--- src/rtl/clk_div_bank.sv ---
// Bank of NUM_CH run-time programmable 50%-duty clock dividers with tick pulses.
// Define CLK_DIV_BANK_READBACK_EN to add the div_rdata/div_pending readback ports.
module clk_div_bank #(
   parameter int                        NUM_CH    = 4,
   parameter int                        CNT_W     = 32,
   parameter logic [NUM_CH*CNT_W-1:0]   INIT_HALF = {4{32'd49_999}},
   parameter int                        SEL_W     = 2
) (
   input  logic              clk,
   input  logic              rst_n,
   input  logic              en,
   input  logic              sync_restart,
   input  logic              div_we,
   input  logic [SEL_W-1:0]  div_sel,
   input  logic [CNT_W-1:0]  div_wdata,
`ifdef CLK_DIV_BANK_READBACK_EN
   output logic [CNT_W-1:0]  div_rdata,
   output logic              div_pending,
`endif
   output logic [NUM_CH-1:0] clk_out,
   output logic [NUM_CH-1:0] tick
);

   logic [CNT_W-1:0]  cnt_q    [NUM_CH];
   logic [CNT_W-1:0]  cnt_d    [NUM_CH];
   logic [CNT_W-1:0]  half_q   [NUM_CH];
   logic [CNT_W-1:0]  half_d   [NUM_CH];
   logic [CNT_W-1:0]  shadow_q [NUM_CH];
   logic [CNT_W-1:0]  shadow_d [NUM_CH];
   logic [NUM_CH-1:0] pend_q;
   logic [NUM_CH-1:0] pend_d;
   logic [NUM_CH-1:0] clk_q;
   logic [NUM_CH-1:0] clk_d;
   logic [NUM_CH-1:0] tick_q;
   logic [NUM_CH-1:0] tick_d;
   logic [31:0]       sel_ext;

   assign sel_ext = 32'(div_sel);

   always_comb begin
      for (int i = 0; i < NUM_CH; i++) begin
         cnt_d[i]    = cnt_q[i];
         half_d[i]   = half_q[i];
         shadow_d[i] = shadow_q[i];
         pend_d[i]   = pend_q[i];
         clk_d[i]    = clk_q[i];
         tick_d[i]   = 1'b0;
         if (sync_restart) begin
            cnt_d[i] = '0;
            clk_d[i] = 1'b0;
            if (pend_q[i]) begin
               half_d[i] = shadow_q[i];
               pend_d[i] = 1'b0;
            end
         end else if (en) begin
            if (cnt_q[i] == half_q[i]) begin
               cnt_d[i]  = '0;
               clk_d[i]  = ~clk_q[i];
               tick_d[i] = ~clk_q[i];
               if (pend_q[i]) begin
                  half_d[i] = shadow_q[i];
                  pend_d[i] = 1'b0;
               end
            end else begin
               cnt_d[i] = cnt_q[i] + 1'b1;
            end
         end
         // A write lands after any commit, so it waits for the next wrap.
         if (div_we && (sel_ext == 32'(i))) begin
            shadow_d[i] = div_wdata;
            pend_d[i]   = 1'b1;
         end
      end
   end

   always_ff @(posedge clk or negedge rst_n) begin
      if (!rst_n) begin
         for (int i = 0; i < NUM_CH; i++) begin
            cnt_q[i]    <= '0;
            half_q[i]   <= INIT_HALF[i*CNT_W +: CNT_W];
            shadow_q[i] <= INIT_HALF[i*CNT_W +: CNT_W];
         end
         pend_q <= '0;
         clk_q  <= '0;
         tick_q <= '0;
      end else begin
         for (int i = 0; i < NUM_CH; i++) begin
            cnt_q[i]    <= cnt_d[i];
            half_q[i]   <= half_d[i];
            shadow_q[i] <= shadow_d[i];
         end
         pend_q <= pend_d;
         clk_q  <= clk_d;
         tick_q <= tick_d;
      end
   end

   assign clk_out = clk_q;
   assign tick    = tick_q;

`ifdef CLK_DIV_BANK_READBACK_EN
   always_comb begin
      div_rdata   = '0;
      div_pending = 1'b0;
      for (int i = 0; i < NUM_CH; i++) begin
         if (sel_ext == 32'(i)) begin
            div_rdata   = half_q[i];
            div_pending = pend_q[i];
         end
      end
   end
`endif

endmodule

--- config.mk ---
export PLATFORM = sky130hd
export DESIGN_NAME = clk_div_bank
export DESIGN_NICKNAME = d
export VERILOG_FILES = /design/src/rtl/clk_div_bank.sv
export SDC_FILE = /design/constraint.sdc
export NUM_CORES = 1
export LEC_CHECK = 0
export ABC_AREA = 1
export CELL_PAD_IN_SITES_DETAIL_PLACEMENT = 1
export CELL_PAD_IN_SITES_GLOBAL_PLACEMENT = 1
export CORE_MARGIN = 2
export CORE_UTILIZATION = 43
export DETAILED_ROUTE_END_ITERATION = 7
export PLACE_DENSITY = 0.82
export SLEW_MARGIN = 40
export SYNTH_ARGS = -nofsm -noshare
export SYNTH_HDL_FRONTEND = slang
export SYNTH_SLANG_ARGS = --single-unit
--- constraint.sdc ---
create_clock -name clk -period 1.5 [get_ports clk]
set_input_delay 0.3 -clock clk [delete_from_list [all_inputs] [get_ports clk]]
set_output_delay 0.3 -clock clk [all_outputs]
set_load 0.05 [all_outputs]
==> results.sh, run 1 <==
export IMPL_synth_area_top_cells="dfrtp_1 41%, nand2_1 15%, dfstp_2 9.5%"
export IMPL_ys_warnings_count=0
export IMPL_failing_step="global routing (5_1_grt)"
export IMPL_cts_inserted_buffers=44
export IMPL_detailedPlacementHpwl_mm=49.3
export IMPL_ctsLongestPathBuffers=3
export IMPL_htreeDepth=2
export IMPL_synth_cell_area_mm2=0.0198
export IMPL_synth_avg_cell_area_um2=8.25
export IMPL_floorplan_rows=78
export IMPL_yosys_reg_bits=396
export IMPL_die_x_um=219
export IMPL_grt_overflow=9
export IMPL_place_worst_setup_slack_ps=-715
export IMPL_gpl_final_weighted_congestion=0.920
export IMPL_postSynth_topFlopCell="dfrtp_1"
export IMPL_die_height_um=219
export IMPL_track_usage_pct=68.5
export IMPL_number_of_flops_mapped_to_enable_cells_by_yosys=0
export IMPL_synthArstFlopShare_pct=100
export IMPL_syn_inst=2404
export IMPL_first_error="[ERROR GRT-0232] Routing congestion too high. Check the congestion heatmap in the GUI."
export IMPL_synth_top_area_share_pct=40.9
export IMPL_io_buffers=46
export IMPL_synthDominantAreaCellType="dfrtp_1"
export IMPL_antenna_violations_before_repair=26
export IMPL_synth_nets=2447
export IMPL_synth_most_common_cell="nand2_1"
export IMPL_worst_endpoint_pin_kind="sequential cell input"
export IMPL_run_status="did not finish"
export IMPL_cts_root_buffer="clkbuf_16"
export IMPL_grt_start_max_net_pins=66
export IMPL_synth_cell_types=44
export IMPL_start_util_pct=43.6
export IMPL_pin_count=47
export IMPL_grt_worst_endpoint="half_q[24]$_DFFE_PN0P_/D"
export IMPL_synth_sequential_area_ratio_pct=50.4
export IMPL_clock_sink_count=396
export IMPL_synth_commonest_cells="790 x nand2_1, 324 x dfrtp_1, 174 x nor2_1"
==> cell families after synthesis <==
group                      share of synthesized area, %
buffers and inverters                              6.65
DFF                                                50.4
AOI/OAI and AO/OA                                  6.22
adders and majority gates                         0.252
and+or+nand+nor                                    28.5
xor gates and xnor gates                           8.02
==> layer usage <==
metal  overflow  global-route usage, %
met2          2                   88.5
met5          0                   15.6
met3          1                   50.7
met1          0                   66.9
met4          6                   70.3
==> what timing repair did <==
item	CTS
pin swaps	94
hold buffers	1
buffers inserted	66
endpoints found under the hold margin	254
setup endpoints to repair	273
gates resized for setup	430
gates cloned	30
==> stage by stage <==
step                instance area, um^2  cells  setup TNS, ps
floorplan                         20100   2404         -17240
global placement                  23900   3320        -126640
detailed placement                23900   3320        -145290
CTS                               28200   3490        -114590
==> run 2, diff against run 1 <==
CELL_PAD_IN_SITES_DETAIL_PLACEMENT = default   (was 1)
CELL_PAD_IN_SITES_GLOBAL_PLACEMENT = default   (was 1)
CORE_UTILIZATION = 40   (was 43)
PLACE_DENSITY = default   (was 0.82)
PLACE_DENSITY_LB_ADDON = 0.15   (was default)
clock period = 2 ns   (was 1.5 ns; I/O delays follow)
==> results.sh, run 2 <==
export IMPL_detail_route_first_pass_iterations=5
export IMPL_detailedPlacementHpwl_mm=40.6
export IMPL_drt_wl_total_mm=58.0
export IMPL_track_usage_pct=23.0
export IMPL_antenna_violations_before_repair=7
export IMPL_die_x_um=227
export IMPL_synth_cell_area_mm2=0.0198
export IMPL_final_min_clock_period_ps=1930
export IMPL_synth_sequential_area_ratio_pct=50.4
export IMPL_min_period_over_period_pct=96.4
export IMPL_crit_path_end_kind="register"
export IMPL_timing_worst_setup_path_type="reg -> reg"
export IMPL_yosys_mux_area_fraction_pct=0
export IMPL_ctsLongestPathBuffers=3
export IMPL_worst_ep_required_time_ps=2460
export IMPL_synth_xor_area_share_pct=8.02
export IMPL_r2r_start="cnt_q[99]$_DFFE_PN0N_"
export IMPL_synth_commonest_cells="790 x nand2_1, 324 x dfrtp_1, 174 x nor2_1"
export IMPL_synthDominantAreaCellType="dfrtp_1"
export IMPL_finClkSkew_ps=9.68
export IMPL_clock_sink_count=396
export IMPL_filler_instances=4751
export IMPL_critPathTopFamily="simple AND/OR/NAND/NOR gates"
export IMPL_wire_length_of_the_first_global_routing_pass_mm=91.2
export IMPL_timing_fmax_mhz=519
export IMPL_drt_first_iter_violations=1168
export IMPL_timing_max_slew_rel_slack_pct=60.4
export IMPL_run_status="completed"
export IMPL_timing_critical_path_cells="buf_4 > nand2_2 > nor3_4 > nand3b_1 > nor2_4 > buf_4 > xor2_1 > a21oi_1"
export IMPL_fin_total_pwr_uw=23100
export IMPL_max_cap_violations=0
export IMPL_route_detailed_vias_per_inst=5.02
export IMPL_arrival_ps=2390
export IMPL_fp_dieArea_mm2=0.0514
export IMPL_cts_inserted_buffers=45
export IMPL_final_setup_tns_ps=0
export IMPL_critPathLaunchType="register"
export IMPL_final_antenna_net_count=0
export IMPL_synth_area_top_cells="dfrtp_1 41%, nand2_1 15%, dfstp_2 9.5%"
export IMPL_tritoncts="done"
export IMPL_htreeDepth=2
export IMPL_path_max_fanout=4
export IMPL_cpPeakStageDelay_ps=380
export IMPL_buffers_inverters_on_critical_path=2
export IMPL_worstSetupStartpoint="cnt_q[99]$_DFFE_PN0N_"
export IMPL_pd_cells_mw_per_mm2=963
export IMPL_postSynth_topFlopCell="dfrtp_1"
export IMPL_total_leakage_power_uw=0.0110
export IMPL_critical_path_slowest_cell="nor3_4"
export IMPL_synth_most_common_cell="nand2_1"
export IMPL_route_detailed_drc=0
export IMPL_setup_viol=0
export IMPL_final_layout_size_suffix_gt1_share_pct=16.5
export IMPL_flow_area_growth_from_synthesis_pct=21.0
export IMPL_hold_path_class="in -> async"
export IMPL_first_global_vias=16100
export IMPL_report_final_slew_viol_count=0
export IMPL_post_synth_fa_ha_maj_area_fraction_pct=0.252
export IMPL_num_vias=16400
export IMPL_final_common_cell="nand2_1"
export IMPL_number_of_flops_mapped_to_enable_cells_by_yosys=0
export IMPL_syn_inst=2404
export IMPL_hold_violations_final=0
export IMPL_die_height_um=227
export IMPL_synth_nets=2447
export IMPL_gpl_final_weighted_congestion=0.881
export IMPL_routedWlPerCell_um=17.8
export IMPL_design_final_nets=2604
export IMPL_cts_root_buffer="clkbuf_16"
export IMPL_synthArstFlopShare_pct=100
export IMPL_crit_top_cell="buf_4"
export IMPL_synth_top_area_share_pct=40.9
export IMPL_ys_warnings_count=0
export IMPL_yosys_reg_bits=396
export IMPL_placeableCoreArea_mm2=0.0490
export IMPL_grt_start_max_net_pins=66
export IMPL_worst_slew_pin_transition_ps=593
export IMPL_dominant_combinational_cell_family_by_area_after_synthesis="simple AND/OR/NAND/NOR gates"
export IMPL_grt_overflow=0
export IMPL_pin_count=47
export IMPL_vdd_ir_drop_max_mv=0.717
export IMPL_synthesized_area_fraction_occupied_by_and_or_nand_nor_cells_pct=28.5
export IMPL_clkLatencyLatePin_ps=580
export IMPL_synth_compound_area_share_pct=6.22
export IMPL_layout_top_registers="cnt_q: 128 flops, half_q: 128 flops, shadow_q: 128 flops"
export IMPL_synth_avg_cell_area_um2=8.25
export IMPL_floorplan_rows=81
export IMPL_grt_setup_unrepaired="true"
export IMPL_mostFrequentLayoutCells="788 x nand2_1, 314 x dfrtp_1, 168 x inv_1, 166 x nor2_1, 160 x nand4_1"
export IMPL_io_buffers=46
export IMPL_start_util_pct=40.5
export IMPL_synth_cell_types=44
export IMPL_clk_pin_slew_worst_paths_ps=60
==> run 2: cell counts after synthesis <==
No cell type changed its count.
==> run 2: cell families after synthesis <==
family / after synthesis
and+or+nand+nor: 1288
adders and majority gates: 4
AOI/OAI and AO/OA: 239
DFF: 396
xor gates and xnor gates: 180
buffers and inverters: 297
==> run 2: final timing paths <==
kind	to	slack [ps]	cells past startpoint
setup / recovery	cnt_q[113]$_DFFE_PN0N_	70	8
hold / removal	tick[3]$_DFF_PN0_	440	2
setup reg to reg	cnt_q[113]$_DFFE_PN0N_	70	8
hold reg to reg	half_q[9]$_DFFE_PN1P_	470	2
max in group asynchronous	cnt_q[19]$_DFFE_PN0N_	800	3
min in group clk	half_q[9]$_DFFE_PN1P_	470	2
==> run 2: final cells by class <==
class / count / area [um^2] / area share [%]
inverter: 183 / 694 / 2.89
timing repair buffer: 223 / 2180 / 9.10
tap: 664 / 831 / 3.46
multi-input combinational: 1712 / 8680 / 36.2
sequential: 396 / 10000 / 41.7
antenna: 2 / 5.00 / 0.0208
clock buffer: 63 / 1350 / 5.61
clock inverter: 21 / 249 / 1.04
==> run 2: per-layer routing <==
layer,vias to the layer above,track usage (%),routed length (um)
met3,68,3.19,2750
li1,8074,-,-
met2,354,36.5,26500
met1,7905,33.2,27600
met4,0,5.77,1120
met5,-,0,0
==> run 2: timing repair <==
action	4_1_cts	5_1_grt
hold endpoints to repair	36	0
buffers inserted	1	12
gates resized for setup	6	44
pin swaps	1	20
gates cloned	0	4
setup endpoints to repair	12	213
hold buffers	1	0
==> run 2: per-stage QoR <==
step / util (%) / worst slack, ps / hold WS, ps / area [um^2] / instances
2_1_floorplan: - / 370 / 104 / 19800 / 2404
3_3_place_gp: 45.1 / -409 / 417 / 22100 / 3160
3_5_place_dp: 45.1 / -411 / 418 / 22100 / 3160
4_1_cts: 48.4 / 4.78 / 429 / 23700 / 3246
5_1_grt: 49.0 / -22.9 / 460 / 24000 / 3262
6_report: 49.0 / 72.6 / 436 / 24000 / 3264
==> run 2: where the power goes <==
| group | total, uW | switching, uW | internal [uW] |
|---|---|---|---|
| clock | 8830 | 3480 | 5350 |
| combinational | 3750 | 2150 | 1610 |
| sequential | 10500 | 1020 | 9520 |
Note: power is estimated with default switching activity, not from simulation.
